`config.mk`:
```
export PLATFORM = sky130hd
export DESIGN_NAME = ps2_key_decoder
export DESIGN_NICKNAME = d
export VERILOG_FILES = /design/src/rtl/ps2_key_decoder.sv
export SDC_FILE = /design/constraint.sdc
export NUM_CORES = 1
export LEC_CHECK = 0
export BUFFER_PORTS_ARGS = -buffer_cell sky130_fd_sc_hd__buf_2
export CORE_MARGIN = 5
export CORE_UTILIZATION = 60
export DETAILED_ROUTE_END_ITERATION = 6
export PLACE_DENSITY = 0.83
export SYNTH_ARGS = -nofsm -noshare
export SYNTH_HDL_FRONTEND = slang
export SYNTH_SLANG_ARGS = --single-unit
```
`constraint.sdc`:
```
create_clock -name clk -period 2.9 [get_ports clk]
set_input_delay 0.58 -clock clk [delete_from_list [all_inputs] [get_ports clk]]
set_output_delay 0.58 -clock clk [all_outputs]
set_load 0.01 [all_outputs]
```
`src/rtl/ps2_key_decoder.sv`:
```
// PS/2 keyboard receiver that turns make/break scan codes into held-key levels
// for the player tank controls (WASD / arrows / space).
module ps2_key_decoder #(
  parameter int FILTER_LEN     = 8,
  parameter int TIMEOUT_CYCLES = 50000
) (
  input  logic       clk,
  input  logic       rst_n,
  input  logic       ps2_clk,
  input  logic       ps2_data,
  output logic       up,
  output logic       down,
  output logic       left,
  output logic       right,
  output logic       fire,
  output logic       code_valid,
  output logic [7:0] code,
  output logic       frame_err
);

  localparam int FCW = $clog2(FILTER_LEN + 1);
  localparam int TCW = $clog2(TIMEOUT_CYCLES + 1);
  localparam logic [FCW-1:0] FILT_LAST = FCW'(FILTER_LEN - 1);
  localparam logic [TCW-1:0] TO_LAST   = TCW'(TIMEOUT_CYCLES - 1);

  localparam int K_W     = 0;
  localparam int K_S     = 1;
  localparam int K_A     = 2;
  localparam int K_D     = 3;
  localparam int K_SPACE = 4;
  localparam int K_UP    = 5;
  localparam int K_DOWN  = 6;
  localparam int K_LEFT  = 7;
  localparam int K_RIGHT = 8;

  typedef enum logic [1:0] {IDLE, DATA, PARITY, STOP} state_t;

  state_t           state, state_next;
  logic [1:0]       clk_sync, data_sync;
  logic             filt_level;
  logic [FCW-1:0]   filt_cnt;
  logic             fall_strobe;
  logic             sample;
  logic [2:0]       bit_cnt, bit_cnt_next;
  logic [7:0]       shift_reg, shift_next;
  logic             parity_bit, parity_next;
  logic [TCW-1:0]   timeout_cnt;
  logic             frame_good, frame_bad;
  logic             ext, ext_next, brk, brk_next;
  logic [8:0]       held, held_next;
  logic             key_hit;
  logic [3:0]       key_idx;

  // Synchronisers idle high, matching the PS/2 bus idle level
  always_ff @(posedge clk or negedge rst_n) begin
    if (!rst_n) begin
      clk_sync  <= 2'b11;
      data_sync <= 2'b11;
    end else begin
      clk_sync  <= {clk_sync[0], ps2_clk};
      data_sync <= {data_sync[0], ps2_data};
    end
  end

  assign sample = data_sync[1];

  // Level only flips after FILTER_LEN consecutive opposite samples
  always_ff @(posedge clk or negedge rst_n) begin
    if (!rst_n) begin
      filt_level  <= 1'b1;
      filt_cnt    <= '0;
      fall_strobe <= 1'b0;
    end else begin
      fall_strobe <= 1'b0;
      if (clk_sync[1] == filt_level) begin
        filt_cnt <= '0;
      end else if (filt_cnt == FILT_LAST) begin
        filt_level  <= clk_sync[1];
        filt_cnt    <= '0;
        fall_strobe <= filt_level;
      end else begin
        filt_cnt <= filt_cnt + FCW'(1);
      end
    end
  end

  always_ff @(posedge clk or negedge rst_n) begin
    if (!rst_n) begin
      state      <= IDLE;
      bit_cnt    <= '0;
      shift_reg  <= '0;
      parity_bit <= 1'b0;
    end else begin
      state      <= state_next;
      bit_cnt    <= bit_cnt_next;
      shift_reg  <= shift_next;
      parity_bit <= parity_next;
    end
  end

  // Timeout has priority only when no edge arrives in the same cycle
  always_comb begin
    state_next   = state;
    bit_cnt_next = bit_cnt;
    shift_next   = shift_reg;
    parity_next  = parity_bit;
    frame_good   = 1'b0;
    frame_bad    = 1'b0;
    if (state != IDLE && !fall_strobe && timeout_cnt == TO_LAST) begin
      state_next   = IDLE;
      bit_cnt_next = '0;
      frame_bad    = 1'b1;
    end else if (fall_strobe) begin
      case (state)
        IDLE: begin
          if (!sample) begin
            state_next   = DATA;
            bit_cnt_next = '0;
          end else begin
            frame_bad = 1'b1;
          end
        end
        DATA: begin
          shift_next   = {sample, shift_reg[7:1]};
          bit_cnt_next = bit_cnt + 3'd1;
          if (bit_cnt == 3'd7) state_next = PARITY;
        end
        PARITY: begin
          parity_next = sample;
          state_next  = STOP;
        end
        STOP: begin
          if (sample && (^{shift_reg, parity_bit})) frame_good = 1'b1;
          else                                      frame_bad  = 1'b1;
          state_next = IDLE;
        end
        default: state_next = IDLE;
      endcase
    end
  end

  always_ff @(posedge clk or negedge rst_n) begin
    if (!rst_n) begin
      timeout_cnt <= '0;
    end else if (state == IDLE || fall_strobe) begin
      timeout_cnt <= '0;
    end else begin
      timeout_cnt <= timeout_cnt + TCW'(1);
    end
  end

  // Prefix bytes only arm flags; any other good byte consumes and clears them
  always_comb begin
    ext_next  = ext;
    brk_next  = brk;
    held_next = held;
    key_hit   = 1'b0;
    key_idx   = 4'd0;
    if (frame_good) begin
      if (shift_reg == 8'hE0) begin
        ext_next = 1'b1;
      end else if (shift_reg == 8'hF0) begin
        brk_next = 1'b1;
      end else begin
        if (!ext) begin
          case (shift_reg)
            8'h1D:   begin key_hit = 1'b1; key_idx = 4'(K_W);     end
            8'h1B:   begin key_hit = 1'b1; key_idx = 4'(K_S);     end
            8'h1C:   begin key_hit = 1'b1; key_idx = 4'(K_A);     end
            8'h23:   begin key_hit = 1'b1; key_idx = 4'(K_D);     end
            8'h29:   begin key_hit = 1'b1; key_idx = 4'(K_SPACE); end
            default: key_hit = 1'b0;
          endcase
        end else begin
          case (shift_reg)
            8'h75:   begin key_hit = 1'b1; key_idx = 4'(K_UP);    end
            8'h72:   begin key_hit = 1'b1; key_idx = 4'(K_DOWN);  end
            8'h6B:   begin key_hit = 1'b1; key_idx = 4'(K_LEFT);  end
            8'h74:   begin key_hit = 1'b1; key_idx = 4'(K_RIGHT); end
            default: key_hit = 1'b0;
          endcase
        end
        if (key_hit) held_next[key_idx] = ~brk;
        ext_next = 1'b0;
        brk_next = 1'b0;
      end
    end
  end

  always_ff @(posedge clk or negedge rst_n) begin
    if (!rst_n) begin
      ext        <= 1'b0;
      brk        <= 1'b0;
      held       <= '0;
      code       <= 8'h00;
      code_valid <= 1'b0;
      frame_err  <= 1'b0;
      up         <= 1'b0;
      down       <= 1'b0;
      left       <= 1'b0;
      right      <= 1'b0;
      fire       <= 1'b0;
    end else begin
      ext        <= ext_next;
      brk        <= brk_next;
      held       <= held_next;
      code_valid <= frame_good;
      frame_err  <= frame_bad;
      if (frame_good) code <= shift_reg;
      up         <= held_next[K_W] | held_next[K_UP];
      down       <= held_next[K_S] | held_next[K_DOWN];
      left       <= held_next[K_A] | held_next[K_LEFT];
      right      <= held_next[K_D] | held_next[K_RIGHT];
      fire       <= held_next[K_SPACE];
    end
  end

endmodule

```
# [Word level (Yosys, flattened, before mapping)]
# Index checks and enable logic that the tools add are counted.
[op_classes] n_addsub=3 n_lt_le_gt_ge=2 n_eq_ne=21 mux=45 n_bitwise=8 n_reduce_logical=20
[ops] op="$mux W9" count=4
[ops] op="$eq A8 B7 Y1 const B" count=4
[ops] op="$eq A8 B5 Y1 const B" count=3
[ops] op="$mux W4" count=6
[ops] op="$mux W1" count=20
[ops] op="$add A16 B1 Y16 const B" count=1
[ops] op="$eq A16 B16 Y1 const B" count=1
[ops] op="$eq A8 B6 Y1 const B" count=2
[ops] op="$eq A8 B8 Y1 const B" count=2
[ops] op="$mux W16" count=1
[ops] op="$pmux W4 S4" count=1
[ops] op="$pmux W3 S4" count=1
[ops] op="$reduce_and A3 Y1" count=4
[ops] op="$bwmux W9" count=1
[ops] op="$mux W3" count=3
[ops] op="$reduce_xor A9 Y1" count=1
[ops] op="$mux W2" count=4
[ops] op="$pmux W2 S4" count=1
[ops] op="$ne A3 B3 Y1 const B" count=2
[ops] op="$pmux W3 S2" count=1
[ops] op="$reduce_and A2 Y1" count=3
[ops] op="$lt A4 B5 Y1 const B" count=1
[ops] op="$reduce_or A5 Y1" count=1
[ops] op="$add A4 B1 Y4 const B" count=1
[ops] op="other kinds (19)" count=30
[word_totals] reg_bits=66 inputBits=4 output_inout_bits=15 elab_cells=120

# [Logic depth before layout (Yosys ltp)]
[logic_depth] ltp_word=17 ltp_mapped=8 mapped_depth_nobuf=7

# [Worst setup path before layout]
# Ideal clock, no wire load.
[synth_timing] kind="reg-to-reg" start="reg shift_reg[1]" end="reg left" setup_time_ns=0.124 t_arrival_ns=2.260 required_time_ns=2.776 path_slack_ns=0.516 stages_incl_launch_ff=8 path_buffers=1 synth_period_minus_slack_ns=2.384 cell_sequence="dfrtp_1 > buf_6 > xnor2_1 > xnor3_2 > xnor2_1 > or2_1 > or4_4 > a211o_1"
[synth_between] elab_chain_cells=16 word_cells_on_any_way=42 classes_between="order compare: 2; eq/ne: 11; mux: 23; bitwise: 1; reduce/logical: 5"
[synth_rtl] element="start, declared" line_no="45" rtl="logic [7:0] shift_reg, shift_next;"
[synth_rtl] element="start signal, assigned" line_no="96" rtl="shift_reg <= shift_next;"
[synth_rtl] element="$eq A8 B6 Y1, or another cell as far along" line_no="166" rtl="case (shift_reg)"
[synth_rtl] element="$pmux W3 S4 or $pmux W4 S4 (tied branches)" line_no="166, 175"
[synth_rtl] element="$mux W4" line_no="165" rtl="if (!ext) begin"
[synth_rtl] element="$mux W4" line_no="162" rtl="end else if (shift_reg == 8'hF0) begin"
[synth_rtl] element="$mux W4" line_no="160" rtl="if (shift_reg == 8'hE0) begin"
[synth_rtl] element="$mux W4" line_no="159" rtl="if (frame_good) begin"
[synth_rtl] element="$lt A4 B5 Y1 (implied by the code) or $ge A4 B1 Y1 (tied branches)" line_no="183" rtl="if (key_hit) held_next[key_idx] = ~brk;"
[synth_rtl] element="$logic_and A1 B1 Y1 (implied by the code)" line_no="183"
[synth_rtl] element="$mux W1 (implied by the code)" line_no="183"
[synth_rtl] element="$demux W1 S4" line_no="183"
[synth_rtl] element="$bwmux W9" line_no="183"
[synth_rtl] element="$mux W9" line_no="183"
[synth_rtl] element="$mux W9" line_no="162"
[synth_rtl] element="$mux W9" line_no="160"
[synth_rtl] element="$mux W9 *" line_no="159"
[synth_rtl] element="$or A1 B1 Y1 *" line_no="212" rtl="left <= held_next[K_A] | held_next[K_LEFT];"
[synth_rtl] element="end signal, assigned" line_no="212"
[synth_rtl] element="end, declared" line_no="13" rtl="output logic left,"
# Mark *: on every way between the ends. The rest lies on a longest branch, timed or not. The select of a mux whose other input is x is not followed.
# A chain may end at the register's enable or synchronous reset.

# [Worst setup path in the final report]
[layout_timing] start="reg shift_reg[0]" end="reg right"
[layout_between] elab_chain_cells=16 word_cells_on_any_way=42 classes_between="order compare: 2; eq/ne: 11; mux: 23; bitwise: 1; reduce/logical: 5"
[layout_rtl] element="$eq A8 B6 Y1, or another cell as far along" line_no="166"
[layout_rtl] element="$pmux W3 S4 or $pmux W4 S4 (tied branches)" line_no="166, 175"
[layout_rtl] element="$mux W4" line_no="165"
[layout_rtl] element="$mux W4" line_no="162"
[layout_rtl] element="$mux W4" line_no="160"
[layout_rtl] element="$mux W4" line_no="159"
[layout_rtl] element="$lt A4 B5 Y1 (implied by the code) or $ge A4 B1 Y1 (tied branches)" line_no="183"
[layout_rtl] element="$logic_and A1 B1 Y1 (implied by the code)" line_no="183"
[layout_rtl] element="$mux W1 (implied by the code)" line_no="183"
[layout_rtl] element="$demux W1 S4" line_no="183"
[layout_rtl] element="$bwmux W9" line_no="183"
[layout_rtl] element="$mux W9" line_no="183"
[layout_rtl] element="$mux W9" line_no="162"
[layout_rtl] element="$mux W9" line_no="160"
[layout_rtl] element="$mux W9 *" line_no="159"
[layout_rtl] element="named net held_next[8]" line_no="50" rtl="logic [8:0] held, held_next;"
[layout_rtl] element="$or A1 B1 Y1 *" line_no="213" rtl="right <= held_next[K_D] | held_next[K_RIGHT];"
[layout_rtl] element="end signal, assigned" line_no="213"
[layout_rtl] element="end, declared" line_no="14" rtl="output logic right,"
# The timed path passes the listed nets; every way through them passes the cells marked *. The select of a mux whose other input is x is not followed.

==> impl_metrics.yaml <==
timing:
  clock.fmax_mhz: 381.7
  finalCritPeriodShare: 0.9034
  hold_violations: 0
  rsz0062_at_grt: "false"
  period_minus_slack_ps: 2620
  skew_ps: 4.612
  holdWs_ps: 202.1
  setup_viol: 0
  finalSetupTns_ps: 0
  slew_viol_final: 0
  setup_slack_ps: 280.2
  tightestPinTransition_ps: 583.4
  slew_headroom: 0.6081
clocking:
  cts_tree: "built"
  cts_setup_buffers: 0
  cts_buffers: 9
  cts.htree.levels: 3
  holdBufCountCts: 0
  post_cts_resized: 0
  clk_pin_slew_ps: 70
  clockBufferDepth: 2
  insertion_delay_ps: 340
  clock_tree.root_cell: "clkbuf_8"
  clkSinkCount: 65
finish:
  syn_to_final_growth_pct: 12.20
  num-nets-final: 310
  regMostFlops: "timeout_cnt"
  utilization: 0.6871
  instances_no_fill: 373
  reg_top3: "timeout_cnt: 16 flops, held: 9 flops"
  stdcell_area_um2: 3487
  drive_gt1_frac: 0.2508
  antennaDiodeCount: 0
  largest_register_ffs: 16
pwr:
  p_per_area_nw_per_um2: 531.7
  leakagePower_nw: 1.670
  ir_drop_v: 0.0004823
  finalPower_mw: 1.854
global_route:
  grt_util_met1: 0.2309
  grt_max_degree: 27
  grt_pass1_vias: 2129
  grt_antenna_before_repair: 0
  busiest_layer: "met2"
  grt_overflow: 0
  grt_use_total: 0.1893
  grt_pass1_wl_mm: 9.570
  use_met2: 0.3078
  met3_usage: 0.03509
floorplan:
  start_util: 0.6124
  die_w_um: 81.97
  fp-row-count: 26
  fp.dieH_um: 81.97
  core-area_um2: 5075
  design.portCount: 19
  dieArea_um2: 6719
placement:
  hpwl_mm: 3.775
  place.port_buffers: 18
  place_congestion: 0.8967
  place_ws_ps: 263.2
  dp_cells: 357
  placed_area_um2: 3277
synthesis:
  synth.distinct_cells: 47
  synth_area_per_cell_um2: 11.38
  synthFlopType: "dfrtp_1"
  yosys_warnings: 0
  synth_area_um2: 3108
  synth_seq_cells: 65
  syn_nets: 285
  synth-edff-count: 0
  synthArstFlopShare: 1.000
  synth_cells: 273
  seq_area_frac_synth: 0.5254
critical_path:
  critPathLaunchType: "flop"
  critPathSlowestCell: "dfrtp_1"
  crit_path_max_incr_delay_ps: 530
  path_max_fanout: 11
  arrival_ps: 2850
  required_ps: 3130
  worst-path-buf-inv: 0
  crit_path_end_kind: "flop"
  path_cells: "xor3_1 > a311o_1 > mux2i_4 > nor4b_1 > mux2_2 > or2_2"
  path_class: "reg -> reg"
  crit_family: "simple AND/OR/NAND/NOR gates"
routing:
  drt_iter0_markers: 67
  viasPerCell: 5.670
  wl_mm: 5.409
  num_vias: 2115
  drtAntennaViolNets: 0
  dr.pass1.iters: 5
  drcViolationCount: 0
  post_drt_wl_per_cell_um: 14.50
status:
  status: "finished clean"
flow_run:
  max_cap_viol_count: 0
min_path:
  worstHoldPathType: "in -> async"
placed cells by master (no fill, tap or decap), types with 3 or more instances in the layout:
cell,Yosys,final
nand3_1,15,15
o21ai_0,8,8
or3_1,3,3
dfstp_2,5,5
nand2_1,13,13
buf_2,2,18
and3_1,6,6
nor4b_1,5,5
a21oi_1,7,7
nor3b_1,6,6
nand4_1,4,4
or2_2,4,4
clkbuf_8,0,9
a22oi_1,3,3
ha_1,8,8
nor2_1,26,26
xnor2_1,10,10
inv_1,9,9
nor2b_1,5,5
mux2_2,24,24
dfrtp_1,60,60
clkinv_2,0,3
buf_4,0,5
nor3_1,6,6
xor2_1,7,7
worst reg2reg max path: stages (launching register included):
cell and delay (ps):
dfrtp_1 530, xor3_1 430, a311o_1 380, mux2i_4 160, nor4b_1 350, mux2_2 400, or2_2 270
cells in the mapped netlist (all sizes together) (4+ instances only):
| master | number | share of area |
|---|---|---|
| clkbuf | 6 | 0.0081 |
| nor2 | 26 | 0.031 |
| nand3 | 15 | 0.024 |
| nand2 | 13 | 0.016 |
| inv | 9 | 0.011 |
| xor2 | 7 | 0.020 |
| o21ai | 8 | 0.013 |
| dfrtp | 60 | 0.48 |
| nand4 | 4 | 0.0081 |
| a21oi | 7 | 0.011 |
| nor2b | 5 | 0.010 |
| and3 | 6 | 0.012 |
| nor4b | 5 | 0.014 |
| ha | 8 | 0.032 |
| xnor2 | 10 | 0.028 |
| nor3b | 6 | 0.014 |
| or2 | 5 | 0.010 |
| nor3 | 6 | 0.0097 |
| dfstp | 5 | 0.042 |
| mux2 | 24 | 0.087 |
routing by layer:
metal / vias up / routed length [µm]
met3: 12 / 205
met4: 0 / 128
met5: - / 0
li1: 1015 / -
met1: 1048 / 2399
met2: 40 / 2675
where the power goes:
group	total, mW	leakage, nW	switching, mW	internal [mW]
Combinational	0.0748	0.675	0.0426	0.0322
Clock	0.820	0.106	0.341	0.479
Sequential	0.959	0.889	0.0202	0.939
logic make-up after synthesis:
logic type / after synthesis / share of synthesized area
muxes: 27 / 0.1006
AOI/OAI and AO/OA: 30 / 0.06280
adders and majority gates: 8 / 0.03221
DFF: 65 / 0.5254
and+or+nand+nor: 106 / 0.1900
xor gates and xnor gates: 19 / 0.06320
buffers and inverters: 18 / 0.02576
layout make-up:
cell class | count | area (µm²)
sequential | 65 | 1633
clock buffer | 10 | 127.6
timing repair buffer | 23 | 127.6
inverter | 9 | 33.78
multi-input combinational | 190 | 1395
fill | 388 | 1588
clock inverter | 6 | 82.58
tap | 70 | 87.58
path summary, 6_finish.rpt:
check                        startpoint           end  slack (ps)  depth (start not counted)
max                        shift_reg[0]         right         280                          6
max reg2reg                shift_reg[0]         right         280                          6
min                               rst_n       code[1]         200                          1
max in group asynchronous         rst_n  data_sync[0]        1920                          2
min in group clk                ps2_clk   clk_sync[0]         330                          1
min reg2reg                 clk_sync[0]   clk_sync[1]         360                          0
Power figures use the tool's default switching activity.
